File: config.mk
export PLATFORM = sky130hd
export DESIGN_NAME = nror1w_dup_ctrl
export DESIGN_NICKNAME = d
export VERILOG_FILES = /design/src/rtl/nror1w_dup_ctrl.sv
export SDC_FILE = /design/constraint.sdc
export NUM_CORES = 1
export LEC_CHECK = 0
export BUFFER_PORTS_ARGS = -buffer_cell sky130_fd_sc_hd__buf_4
export CORE_AREA = 10 10 521 523
export DETAILED_ROUTE_END_ITERATION = 8
export DIE_AREA = 0 0 531 533
export PLACE_DENSITY_LB_ADDON = 0.25
export SLEW_MARGIN = 0
export SYNTH_ARGS = -nofsm -noshare
export SYNTH_HDL_FRONTEND = slang
export SYNTH_SLANG_ARGS = --single-unit
File: constraint.sdc
create_clock -name clk -period 2.7 [get_ports clk]
set_input_delay 0 -clock clk [delete_from_list [all_inputs] [get_ports clk]]
set_output_delay 0 -clock clk [all_outputs]
set_load 0.005 [all_outputs]
File: src/rtl/nror1w_dup_ctrl.sv
// nR-or-1W duplicated-bank front end: write broadcast, per-port read copies.
// Define NROR1W_DUP_INIT_EN to zero every copy with a row sweep after reset.
module nror1w_dup_ctrl #(
  parameter int WIDTH      = 32,
  parameter int NUMRDPT    = 2,
  parameter int NUMADDR    = 8192,
  parameter int BITADDR    = 13,
  parameter int NUMVBNK    = 8,
  parameter int BITVBNK    = 3,
  parameter int NUMVROW    = 1024,
  parameter int BITVROW    = 10,
  parameter int SRAM_DELAY = 2
) (
  input  logic                                 clk,
  input  logic                                 rst,
  output logic                                 ready,
  input  logic                                 refr,
  input  logic [NUMRDPT-1:0]                   read,
  input  logic [NUMRDPT*BITADDR-1:0]           rd_adr,
  input  logic                                 write,
  input  logic [BITADDR-1:0]                   wr_adr,
  input  logic [WIDTH-1:0]                     din,
  output logic [NUMRDPT-1:0]                   rd_vld,
  output logic [NUMRDPT*WIDTH-1:0]             rd_dout,
  output logic                                 acc_err,
  output logic                                 t1_refr,
  output logic [NUMRDPT*NUMVBNK-1:0]           t1_readA,
  output logic [NUMRDPT*NUMVBNK-1:0]           t1_writeA,
  output logic [NUMRDPT*NUMVBNK*BITVROW-1:0]   t1_addrA,
  output logic [NUMRDPT*NUMVBNK*WIDTH-1:0]     t1_dinA,
  input  logic [NUMRDPT*NUMVBNK*WIDTH-1:0]     t1_doutA
);

  localparam int NUMSLOT = NUMRDPT * NUMVBNK;

  typedef enum logic {S_INIT, S_READY} state_t;
  state_t state;

  logic               sweep;
  logic [BITVROW-1:0] sweep_row;

`ifdef NROR1W_DUP_INIT_EN
  logic [BITVROW-1:0] cnt;

  always_ff @(posedge clk) begin
    if (rst) begin
      state <= S_INIT;
      cnt   <= '0;
      ready <= 1'b0;
    end else begin
      case (state)
        S_INIT: begin
          cnt <= cnt + 1'b1;
          if (cnt == BITVROW'(NUMVROW - 1)) begin
            state <= S_READY;
            ready <= 1'b1;
          end
        end
        default: ready <= 1'b1;
      endcase
    end
  end

  assign sweep     = (state == S_INIT);
  assign sweep_row = cnt;
`else
  always_ff @(posedge clk) begin
    if (rst) begin
      state <= S_INIT;
      ready <= 1'b0;
    end else begin
      case (state)
        S_INIT: begin
          state <= S_READY;
          ready <= 1'b1;
        end
        default: ready <= 1'b1;
      endcase
    end
  end

  assign sweep     = 1'b0;
  assign sweep_row = '0;
`endif

  logic [NUMRDPT-1:0][BITADDR-1:0] rd_a;
  logic [NUMRDPT-1:0][BITVBNK-1:0] rd_bnk;
  logic [NUMRDPT-1:0][BITVROW-1:0] rd_row;
  logic [BITVBNK-1:0]              wr_bnk;
  logic [BITVROW-1:0]              wr_row;
  logic [NUMRDPT:0]                adr_ok;

  assign rd_a   = rd_adr;
  assign wr_bnk = wr_adr[BITVROW +: BITVBNK];
  assign wr_row = wr_adr[BITVROW-1:0];

  for (genvar p = 0; p < NUMRDPT; p++) begin : g_split
    assign rd_bnk[p] = rd_a[p][BITVROW +: BITVBNK];
    assign rd_row[p] = rd_a[p][BITVROW-1:0];
  end

  // Range check only exists when the address field can exceed the array.
  if (NUMADDR < 2**BITADDR) begin : g_rng
    for (genvar p = 0; p < NUMRDPT; p++) begin : g_p
      assign adr_ok[p] = rd_a[p] < BITADDR'(NUMADDR);
    end
    assign adr_ok[NUMRDPT] = wr_adr < BITADDR'(NUMADDR);
  end else begin : g_full
    assign adr_ok = '1;
  end

  logic               acc_ok;
  logic               wr_ok;
  logic [NUMRDPT-1:0] rd_ok;
  logic               drop;

  assign acc_ok = ready & ~refr;
  assign wr_ok  = write & acc_ok & adr_ok[NUMRDPT];
  assign rd_ok  = read & {NUMRDPT{acc_ok & ~write}}
                & adr_ok[NUMRDPT-1:0];
  assign drop   = (write & ~wr_ok) | (|(read & ~rd_ok));

  logic [NUMSLOT-1:0]              rd_nxt;
  logic [NUMSLOT-1:0]              wr_nxt;
  logic [NUMSLOT-1:0][BITVROW-1:0] addr_nxt;
  logic [NUMSLOT-1:0][WIDTH-1:0]   din_nxt;

  always_comb begin
    rd_nxt   = '0;
    wr_nxt   = '0;
    addr_nxt = '0;
    din_nxt  = '0;
    if (sweep) begin
      wr_nxt = '1;
      for (int s = 0; s < NUMSLOT; s++) addr_nxt[s] = sweep_row;
    end else begin
      for (int p = 0; p < NUMRDPT; p++) begin
        if (wr_ok) begin
          wr_nxt[NUMRDPT*int'(wr_bnk)+p]   = 1'b1;
          addr_nxt[NUMRDPT*int'(wr_bnk)+p] = wr_row;
          din_nxt[NUMRDPT*int'(wr_bnk)+p]  = din;
        end
        if (rd_ok[p]) begin
          rd_nxt[NUMRDPT*int'(rd_bnk[p])+p]   = 1'b1;
          addr_nxt[NUMRDPT*int'(rd_bnk[p])+p] = rd_row[p];
        end
      end
    end
  end

  always_ff @(posedge clk) begin
    if (rst) begin
      t1_readA  <= '0;
      t1_writeA <= '0;
      t1_addrA  <= '0;
      t1_dinA   <= '0;
      t1_refr   <= 1'b0;
      acc_err   <= 1'b0;
    end else begin
      t1_readA  <= rd_nxt;
      t1_writeA <= wr_nxt;
      t1_addrA  <= addr_nxt;
      t1_dinA   <= din_nxt;
      t1_refr   <= refr;
      acc_err   <= drop;
    end
  end

  logic [NUMRDPT-1:0]              pv [SRAM_DELAY+1];
  logic [NUMRDPT-1:0][BITVBNK-1:0] pb [SRAM_DELAY+1];
  logic [NUMSLOT-1:0][WIDTH-1:0]   t1_dout;
  logic [NUMRDPT-1:0][WIDTH-1:0]   dout_sel;

  assign t1_dout = t1_doutA;

  always_comb begin
    dout_sel = '0;
    for (int p = 0; p < NUMRDPT; p++) begin
      if (pv[SRAM_DELAY][p])
        dout_sel[p] = t1_dout[NUMRDPT*int'(pb[SRAM_DELAY][p])+p];
    end
  end

  always_ff @(posedge clk) begin
    if (rst) begin
      for (int i = 0; i <= SRAM_DELAY; i++) begin
        pv[i] <= '0;
        pb[i] <= '0;
      end
      rd_vld  <= '0;
      rd_dout <= '0;
    end else begin
      pv[0] <= rd_ok;
      pb[0] <= rd_bnk;
      for (int i = 1; i <= SRAM_DELAY; i++) begin
        pv[i] <= pv[i-1];
        pb[i] <= pb[i-1];
      end
      rd_vld  <= pv[SRAM_DELAY];
      rd_dout <= dout_sel;
    end
  end

endmodule

Word-level counts from Yosys, hierarchy flattened:

Memory sizes are Yosys's and may differ from the RTL's.
Cells that the tools add are included.

* flip-flop bits (word level): 773
* bits in writable memories: 24
* input port bits: 589
* output and inout bits: 773
* logic and storage cells: 103
* memories kept: 2

* $add $sub $neg: 3
* magnitude comparators: 10
* muxes and demuxes: 48
* bitwise operators: 23
* reductions and logical operators: 7

Memory list
* pb: words 3, width 6, read ports 3, clocked after memory_dff 0, write ports 3, line 170 `logic [NUMRDPT-1:0][BITVBNK-1:0] pb [SRAM_DELAY+1];`
* pv: words 3, width 2, read ports 3, clocked after memory_dff 0, write ports 3, line 169 `logic [NUMRDPT-1:0] pv [SRAM_DELAY+1];`

Operators by type and width (count)
* $mux 512: 2
* $mux 160: 4
* $and 512x480->512: 1
* $bwmux 512: 1
* $bwmux 160: 3
* $and 160x150->160: 1
* $mux 32: 5
* $bmux 32 s4: 1
* $demux 32 s4: 1
* $bmux 32 s3: 1
* $demux 32 s3: 1
* $demux 10 s4: 2
* $demux 10 s3: 2
* $mux 10: 4
* $mux 16: 2
* $mux 15: 2
* $mux 6: 3
* $or 15x16->16: 1
* $or 16x16->16: 1
* $add 4x1->5 const B: 3
* $lt 4x5->1 const B: 3
* $lt 5x5->1 const B: 3
* $ge 5x1->1 const B: 2
* $demux 1 s4: 2
* other kinds (11): 40

Longest topological paths before layout:

Gate-level depths: netlist of run 1.

* depth after elaboration: 12
* gate-level depth with buffers: 6

Least setup slack after synthesis of run 1:

Ideal clock, no wire load.

* path type: register to register
* start point: memory pb[0][12] (netlist bit)
* end point: register rd_dout[10]
* setup time: 128 ps
* arrival: 1466 ps
* required time: 2572 ps
* path slack: 1106 ps
* cell stages (with the launch flop): 6
* buffers on the path: 2
* period minus slack after synthesis: 1594 ps
* cell sequence: dfxtp_1 buf_2 buf_2 mux4_2 mux2i_1 nor2_1

RTL lines
* from (decl): line 170
* to (signal assigned): line 200 `rd_dout <= dout_sel;`
* to (decl): line 24 `output logic [NUMRDPT*WIDTH-1:0] rd_dout,`

==> results of run 1 <==
## per-layer routing
metal / routed length, um / vias to the layer above
met5: 506 / -
met4: 12200 / 68
met3: 37800 / 397
met2: 107000 / 1630
met1: 83200 / 12657
li1: - / 11011
## what timing repair did
action	in CTS	in global routing
endpoints found under the hold margin	768	0
gates resized for setup	0	1
setup buffers	0	2
setup endpoints to repair	0	11
hold buffers	364	0
## logic make-up (layout without fill, tap and decap cells)
| family | count (synthesis) | after routing | share of synthesized area |
|---|---|---|---|
| compound gates | 163 | 163 | 0.0369 |
| flops | 797 | 797 | 0.611 |
| other cells | 0 | 109 | 0 |
| buf+inv | 220 | 1997 | 0.0374 |
| simple gates | 795 | 795 | 0.180 |
| mux | 192 | 192 | 0.135 |
## cell usage in the layout, fill, tap and decap left out, drive strengths merged, types with 18 or more instances in the layout
cell         Yosys  routed
dfxtp          797     797
and2           263     263
mux2i           64      64
o21ai          114     114
dlygate4sd3      0     364
clkbuf         134     143
nand2           92      92
nor2            83      83
a22o            18      18
diode            0     109
and3           258     258
clkinv           0      24
nor2b           26      26
mux4           128     128
buf             78    1441
## Yosys cell counts, drive strengths merged, types with 13 or more instances
cell type	instances
dfxtp	797
nor2	83
nor2b	26
and2	263
a22o	18
buf	78
o21ai	114
clkbuf	134
and4b	14
and3	258
mux4	128
a2bb2oi	13
nand2	92
mux2i	64
## state kept, by name, indices dropped and copies added (netlist names), 2 cells and up
signal	cells
pb	18
t1_readA	16
t1_writeA	16
t1_dinA	512
rd_vld	2
rd_dout	64
pv	6
t1_addrA	160
## cell type report
| class | instances | area (um^2) | share of cell area |
|---|---|---|---|
| Sequential cell | 797 | 16000 | 0.333 |
| Tap cell | 3420 | 4280 | 0.0893 |
| Inverter | 8 | 30.0 | 0.000626 |
| Clock inverter | 41 | 544 | 0.0114 |
| Antenna cell | 109 | 273 | 0.00569 |
| Clock buffer | 142 | 2920 | 0.0609 |
| Multi-Input combinational cell | 1150 | 9230 | 0.193 |
| Timing Repair Buffer | 1806 | 14700 | 0.306 |
## power breakdown
group	total, W	switching (W)	leakage [nW]	internal [W]
Clock	0.0142	0.00604	1.70	0.00819
Sequential	0.0119	0.0000397	6.43	0.0118
Combinational	0.00256	0.00123	13.1	0.00133
## per-stage QoR
stage	setup WS (ns)	hold slack, ns	power (W)	utilization	TNS [ns]
3_5_place_dp	0.597	0.227	0.0142	0.155	0
6_report	0.0325	0.121	0.0286	0.184	0
4_1_cts	0.0324	0.0106	0.0292	0.182	0
2_1_floorplan	1.11	0.0768	0.0127	-	0
3_3_place_gp	0.565	0.223	0.0142	0.155	0
5_1_grt	-0.0402	0.0516	0.0297	0.183	-0.178
## critical path, delay by kind of cell, from the launching register on
family / cells / cell delay, ns
AND/OR/NAND/NOR: 1 / 0.04
flip-flops: 1 / 0.42
multiplexers: 2 / 0.65
buffers and inverters: 3 / 1.43
## path summary, 6_finish.rpt
check | to | startpoint | slack [ns] | cells after the start
hold / removal | t1_addrA[128] | rd_adr[8] | 0.12 | 3
setup reg to reg | rd_dout[43] | pb[0][15] | 0.03 | 6
setup / recovery | rd_dout[43] | pb[0][15] | 0.03 | 6
hold reg to reg | pb[0][9] | pb[0][3] | 0.43 | 1
==> results.toml, run 1 <==
[hold_path]
hold_path_class = "in -> reg"

[floorplan]
dieWidth_um = 531
rows = 188
dieArea_um2 = 283000
die_h_um = 533
ioPinCount = 1362
core_um2 = 261000
start_util = 0.100

[place]
gp_congestion = 0.970
dpl_cell_area_um2 = 40500
hpwlAfterDp_mm = 197
io_buffers = 1361
numPlacedInstances = 6814

[cts]
h-tree-depth = 3
cts_buffer_depth = 3
cts-root-buf = "clkbuf_16"
clock_sinks = 797
cts_tree = "built"
insertion_delay_ns = 0.74
cts.clk_slew.worst_paths_ns = 0.06
cts_buffers = 99

[global_route]
grt_antenna_before_repair = 197
grt_util_met1 = 0.166
grt_max_degree = 186
track_usage = 0.161
grt_pass1_vias = 26091
use_met2 = 0.259
grtUsageMet3 = 0.107
gr-total-overflow = 0
grt_pass1_wl_mm = 298
busiest_layer = "met2"

[timing]
rsz0062_at_grt = "true"
fmax_mhz = 375
setup_viol = 0
finalMaxSlewViolations = 0
worst_pin_slew_ns = 1.03
fin_worst_skew_ns = 0.0331
hold_violations = 0
fin_crit_sh = 0.988
min_period_ns = 2.67
max-slew-margin-rel = 0.313

[cells_and_area]
fin_cells = 7473
layout-drive-gt1-share = 0.448
area_growth_pct = 83.6
nFillCells = 28976
nNetsFinal = 4451
stdcell_area_um2 = 47900

[synth]
ys_seq_area_frac = 0.611
avgSynthCellArea_um2 = 12.0
netlist_area_um2 = 26100
synth_cell_types = 43
synth_nets = 2756
yosys_warnings = 0
synth_area_leaders = "dfxtp_1, mux4_2, and2_1, and3_1, mux2i_1"
dominantRegCellSynth = "dfxtp_1"
synthArstFlopShare = 0
yosysTopAreaCell = "dfxtp_1"
yosysTopAreaCellShare = 0.611
synth_edf_count = 0
syn_inst = 2167
synth_seq_cells = 797

[pwr]
power_density_nw_per_um2 = 597
irDropWorstVdd_v = 0.000433
p_leak_nw = 21.2

[setup_path]
path_class = "reg -> reg"
critPathSlowestCell = "dlygate4sd3_1"
cp_max_fo = 12
worst_setup_path_end_kind = "flop"
crit_chain = "buf_4 -> mux4_2 -> dlygate4sd3_1 -> mux2i_1 -> dlygate4sd3_1 -> nor2_1"
arrival_ns = 3.27
slowest_delay_ns = 0.57
required_ns = 3.30
timing.critical_path.mode_cell = "dlygate4sd3_1"
start_kind = "flop"

[routing]
remaining_drc_errors = 0
finalWirelength_mm = 241
wl_per_cell_um = 32.3
dr.first_iter.drc_count = 1970
dr.pass1.iters = 7
ant_nets = 2
via_per_inst = 3.45
via_count = 25763

[outcome]
violations = "antenna rules"
status = "complete, but fails checks"

[job]
max_cap_viol_count = 0
Note: power is estimated with default switching activity, not from simulation.
==> inputs of run 2 (changes only) <==
==> constraint.sdc (replaced) <==
create_clock -name clk -period 2.7 [get_ports clk]
set_input_delay 0.54 -clock clk [delete_from_list [all_inputs] [get_ports clk]]
set_output_delay 0.54 -clock clk [all_outputs]
set_load 0.005 [all_outputs]
==> run 2 against run 1 <==
- the flow now finishes without violations
- maximum frequency is 6.5% higher
- cell count is 5.1% lower
- hold slack worse by 0.023 ns
- routed wire length is 1.7% lower
- highest routed layer unchanged
==> results.toml, run 2 (synthesized netlist as in run 1, its figures left out) <==
[timing]
min_period_ns = 2.50
setup_viol = 0
finalMaxSlewViolations = 0
hold_violations = 0
fmax_mhz = 399
max-slew-margin-rel = 0.357
rsz0062_at_grt = "false"
fin_worst_skew_ns = 0.0546
fin_crit_sh = 0.928
worst_pin_slew_ns = 0.964
setup_tns_ns = 0

[setup_path]
r2r_slack_ns = 0.20
path_class = "reg -> reg"
worst_setup_path_end_kind = "flop"
arrival_ns = 3.19
required_ns = 3.38
ff2ff_path_depth = 5
start_kind = "flop"
crit-reg2reg-launch = "ready"
cp_max_fo = 21
reg2reg_to = "t1_addrA[45]"

[hold_path]
hold_end = "t1_addrA[49]"
hold_path_class = "in -> reg"
hold_depth = 2
hp-start = "wr_adr[9]"

[floorplan]
start_util = 0.100
ioPinCount = 1362
rows = 188
core_um2 = 261000
die_h_um = 533
dieWidth_um = 531
dieArea_um2 = 283000

[routing]
via_count = 24317
dr.pass1.iters = 5
finalWirelength_mm = 237
via_per_inst = 3.43
ant_nets = 0
dr.first_iter.drc_count = 2102
wl_per_cell_um = 33.4
remaining_drc_errors = 0

[pwr]
power.share.clock = 0.498
irDropWorstVdd_v = 0.000513
power_density_nw_per_um2 = 626
p_comb_frac = 0.075
seqPwrFrac = 0.427
p_sw_w = 0.00712
sw_frac_of_total = 0.256
p_leak_nw = 19.6
p_int_w = 0.0206

[cts]
cts_tree = "built"
cts.clk_slew.worst_paths_ns = 0.06
cts_buffer_depth = 3
cts_buffers = 100
h-tree-depth = 3
post_cts_buffers = 0
clock_sinks = 797
cts-root-buf = "clkbuf_16"
insertion_delay_ns = 0.79

[cells_and_area]
seqCellArea_um2 = 16000
fin_util = 0.170
most-common-layout-cells = "buf_4, dfxtp_1, and2_1"
multi_input_area_um2 = 9230
area_growth_pct = 69.8
nNetsFinal = 4104
top_register = "t1_dinA"
reg_top3 = "t1_dinA x512, t1_addrA x160, rd_dout x64"
layout-drive-gt1-share = 0.487
final_common_cell = "buf_4"
largest_reg_flops = 512
nFillCells = 29087

[global_route]
gr-total-overflow = 0
grt_max_degree = 186
grt_antenna_before_repair = 175
track_usage = 0.158
grt_pass1_wl_mm = 289
grt_pass1_vias = 24113

[job]
max_cap_viol_count = 0

[place]
io_buffers = 1361
gp_congestion = 0.964
hpwlAfterDp_mm = 196

[outcome]
status = "complete, no violations"
run 2: layer usage:
| layer | vias up | GRT usage | part of all wire | wire [um] |
|---|---|---|---|---|
| met5 | - | 0 | 0.0018 | 430 |
| met3 | 377 | 0.0944 | 0.15 | 34900 |
| met2 | 1600 | 0.259 | 0.46 | 109000 |
| li1 | 10268 | - | - | - |
| met1 | 12010 | 0.169 | 0.35 | 84100 |
| met4 | 62 | 0.0501 | 0.036 | 8640 |
run 2: critical path, stage by stage, from the launching register on:
cell and delay, ns:
dfxtp_1 0.68, nand3b_1 0.33, nor4_4 0.37, buf_4 0.34
a22o_1 0.19, dlygate4sd3_1 0.53
run 2: per-stage QoR:
step                      instance area [um^2]  instances  power, W  hold WS (ns)  worst slack (ns)
after floorplan                          26100       2167    0.0127         0.414             0.992
after global placement                   40600       6817    0.0142         0.416             0.266
after detailed placement                 40600       6817    0.0142         0.420             0.305
after CTS                                44100       7017    0.0283       0.00454             0.257
after global routing                     44200       7044    0.0288        0.0183            0.0977
final                                    44300       7095    0.0278        0.0985             0.195
run 2: power by group through the flow:
| stage | sequential (W) | clock, W | combinational (W) |
|---|---|---|---|
| 2_1_floorplan | 0.0121 | 0 | 0.000586 |
| 4_1_cts | 0.0119 | 0.0143 | 0.00213 |
| 3_5_place_dp | 0.0121 | 0 | 0.00210 |
| 6_report | 0.0119 | 0.0138 | 0.00208 |
| 5_1_grt | 0.0119 | 0.0147 | 0.00218 |
| 3_3_place_gp | 0.0121 | 0 | 0.00210 |
run 2: cell type report:
type                    instances  area share
diodes                         78     0.00440
clock buffers                 148      0.0650
clock inverters                36      0.0112
inverters                       8    0.000677
multi-input cells            1150       0.208
flip-flops and latches        797       0.360
well taps                    3420      0.0965
repair buffers               1458       0.253
run 2: worst max path at each step:
| stage | to | slack (ns) | start | cells after the start |
|---|---|---|---|---|
| 2_1_floorplan | t1_addrA[140] | 0.99 | refr | 5 |
| 3_3_place_gp | t1_addrA[125] | 0.27 | write | 5 |
| 3_5_place_dp | t1_addrA[125] | 0.31 | write | 5 |
| 4_1_cts | t1_addrA[45] | 0.26 | ready | 5 |
| 5_1_grt | t1_addrA[45] | 0.1 | ready | 5 |
| 6_report | t1_addrA[45] | 0.20 | ready | 5 |
run 2: repair_timing:
action | CTS | global route
hold endpoints to repair | 15 | 0
setup endpoints to repair | 0 | 0
resized for setup | 0 | 0
hold buffers | 16 | 0
==> inputs of run 3 (changes only) <==
--- a/config.mk
+++ b/config.mk
@@ -5,10 +5,12 @@
 export SDC_FILE = /design/constraint.sdc
 export NUM_CORES = 1
 export LEC_CHECK = 0
-export BUFFER_PORTS_ARGS = -buffer_cell sky130_fd_sc_hd__buf_4
+export CELL_PAD_IN_SITES_DETAIL_PLACEMENT = 0
+export CELL_PAD_IN_SITES_GLOBAL_PLACEMENT = 1
 export CORE_AREA = 10 10 521 523
 export DETAILED_ROUTE_END_ITERATION = 8
 export DIE_AREA = 0 0 531 533
+export DONT_BUFFER_PORTS = 1
 export PLACE_DENSITY_LB_ADDON = 0.25
 export SLEW_MARGIN = 0
 export SYNTH_ARGS = -nofsm -noshare
==> constraint.sdc (replaced) <==
create_clock -name clk -period 2.7 [get_ports clk]
set_input_delay 0.54 -clock clk [delete_from_list [all_inputs] [get_ports clk]]
set_output_delay 0.54 -clock clk [all_outputs]
set_load 0.02 [all_outputs]
==> run 3 against run 2 <==
- the flow now finishes with violations (antenna rules)
- register-to-register slack improved by 0.02 ns
- cell count down 14%
- hold slack lost 0.028 ns
- via count is 17% lower
- sequential power hardly changed
- global-route usage shrank 0.78 points
- clock-buffer cell count is 9 lower
- setup slack better by 0.016 ns
- maximum frequency up 0.64%
- critical endpoint is now t1_addrA[56]
- largest cell class unchanged
==> results.toml, run 3 (synthesized netlist as in run 1, its figures left out) <==
[cells_and_area]
most-common-layout-cells = "dfxtp_1, and2_1, and3_1"
top_register = "t1_dinA"
layout-drive-gt1-share = 0.183
area_growth_pct = 37.9
largest_reg_flops = 512
final_common_cell = "dfxtp_1"
reg_top3 = "t1_dinA x512, t1_addrA x160, rd_dout x64"
nNetsFinal = 2817
nFillCells = 29334

[global_route]
grt_pass1_vias = 18826
grt_antenna_before_repair = 211
grt_max_degree = 165
grt_pass1_wl_mm = 270
gr-total-overflow = 0
track_usage = 0.150

[floorplan]
start_util = 0.100
core_um2 = 261000
dieArea_um2 = 283000
ioPinCount = 1362
dieWidth_um = 531
die_h_um = 533
rows = 188

[timing]
hold_violations = 0
finalMaxSlewViolations = 0
rsz0062_at_grt = "false"
setup_tns_ns = 0
max-slew-margin-rel = 0.423
fin_worst_skew_ns = 0.0227
fmax_mhz = 402
fin_crit_sh = 0.922
min_period_ns = 2.49
worst_pin_slew_ns = 0.865
setup_viol = 0
whs_ns = 0.0706

[setup_path]
cp_max_fo = 23
r2r_slack_ns = 0.21
start_kind = "flop"
path_class = "reg -> reg"
arrival_ns = 3.16
ff2ff_path_depth = 6
worst_setup_path_end_kind = "flop"
required_ns = 3.38
reg2reg_to = "t1_addrA[56]"
crit-reg2reg-launch = "ready"

[routing]
remaining_drc_errors = 0
via_count = 20204
wl_per_cell_um = 37.1
dr.first_iter.drc_count = 2118
ant_nets = 4
via_per_inst = 3.32
dr.pass1.iters = 5
finalWirelength_mm = 226

[place]
gp_congestion = 0.958
hpwlAfterDp_mm = 176
io_buffers = 0

[cts]
h-tree-depth = 3
cts.clk_slew.worst_paths_ns = 0.06
cts_buffer_depth = 3
clock_sinks = 797
cts-root-buf = "clkbuf_16"
cts_buffers = 100
insertion_delay_ns = 0.73
cts_tree = "built"
post_cts_buffers = 0

[hold_path]
hp-start = "wr_adr[10]"
hold_depth = 2
hold_path_class = "in -> reg"
hold_end = "t1_writeA[4]"

[pwr]
p_leak_nw = 13.2
power_density_nw_per_um2 = 767
irDropWorstVdd_v = 0.000502

[outcome]
status = "complete, but fails checks"
violations = "antenna rules"

[job]
max_cap_viol_count = 0
==> run 3: cell count changes in the layout (fill, tap and decap cells not counted), sizes merged, moves of 6 or more <==
cell and change:
clkbuf -9, diode +282, clkinv -6, dlygate4sd3 +46, bufinv +7, buf -1333
inv +7
==> run 3: routing by layer <==
| metal | GRT usage | vias to the layer above | wire length, um |
|---|---|---|---|
| li1 | - | 8024 | - |
| met2 | 0.240 | 1637 | 102000 |
| met3 | 0.0759 | 414 | 31100 |
| met4 | 0.0659 | 40 | 11600 |
| met1 | 0.167 | 10089 | 80800 |
| met5 | 0 | - | 279 |
==> run 3: critical path, stage by stage (launching register included) <==
cell and delay, ns:
dfxtp_1 0.55, nand3b_1 0.31, nor4_4 0.36, buf_12 0.23, buf_4 0.26, a22o_1 0.17
dlygate4sd3_1 0.54
==> run 3: cell type report <==
class / instances / area (um^2) / area share
antenna: 360 / 901 / 0.0250
timing repair buffer: 171 / 2110 / 0.0585
multi-input combinational: 1150 / 9270 / 0.257
tap: 3420 / 4280 / 0.119
clock buffer: 139 / 2840 / 0.0789
clock inverter: 40 / 616 / 0.0171
sequential: 797 / 16000 / 0.443
inverter: 8 / 30.0 / 0.000834
==> run 3: how the worst max path moves through the flow <==
stage | depth (start not counted) | end | slack, ns | from
after floorplan | 5 | t1_addrA[140] | 0.99 | refr
after global placement | 4 | t1_addrA[75] | 0.47 | rst
after detailed placement | 3 | t1_dinA[349] | 0.47 | rst
after CTS | 6 | t1_addrA[59] | 0.15 | ready
after global routing | 6 | t1_addrA[56] | 0.06 | ready
final | 6 | t1_addrA[56] | 0.21 | ready
==> run 3: report_power, final <==
part           total (W)  internal, W  switching (W)  leakage (nW)
sequential        0.0119       0.0118       0.000107          6.43
combinational    0.00135     0.000516       0.000833          5.05
clock             0.0144      0.00845        0.00591          1.69
total             0.0276       0.0208        0.00685          13.2
==> run 3: timing repair <==
action | 4_1_cts | 5_1_grt
gates resized for setup | 0 | 0
hold endpoints to repair | 607 | 0
hold buffers | 95 | 0
==> run 3: through the flow <==
step	utilization	power (W)	instance area, um^2	setup slack, ns	instances
6_report	0.138	0.0276	36000	0.211	6085
5_1_grt	0.137	0.0286	35700	0.0642	5946
4_1_cts	0.134	0.0282	35100	0.148	5725
3_5_place_dp	0.116	0.0130	30300	0.470	5451
3_3_place_gp	0.116	0.0130	30300	0.473	5451
2_1_floorplan	-	0.0127	26100	0.989	2167
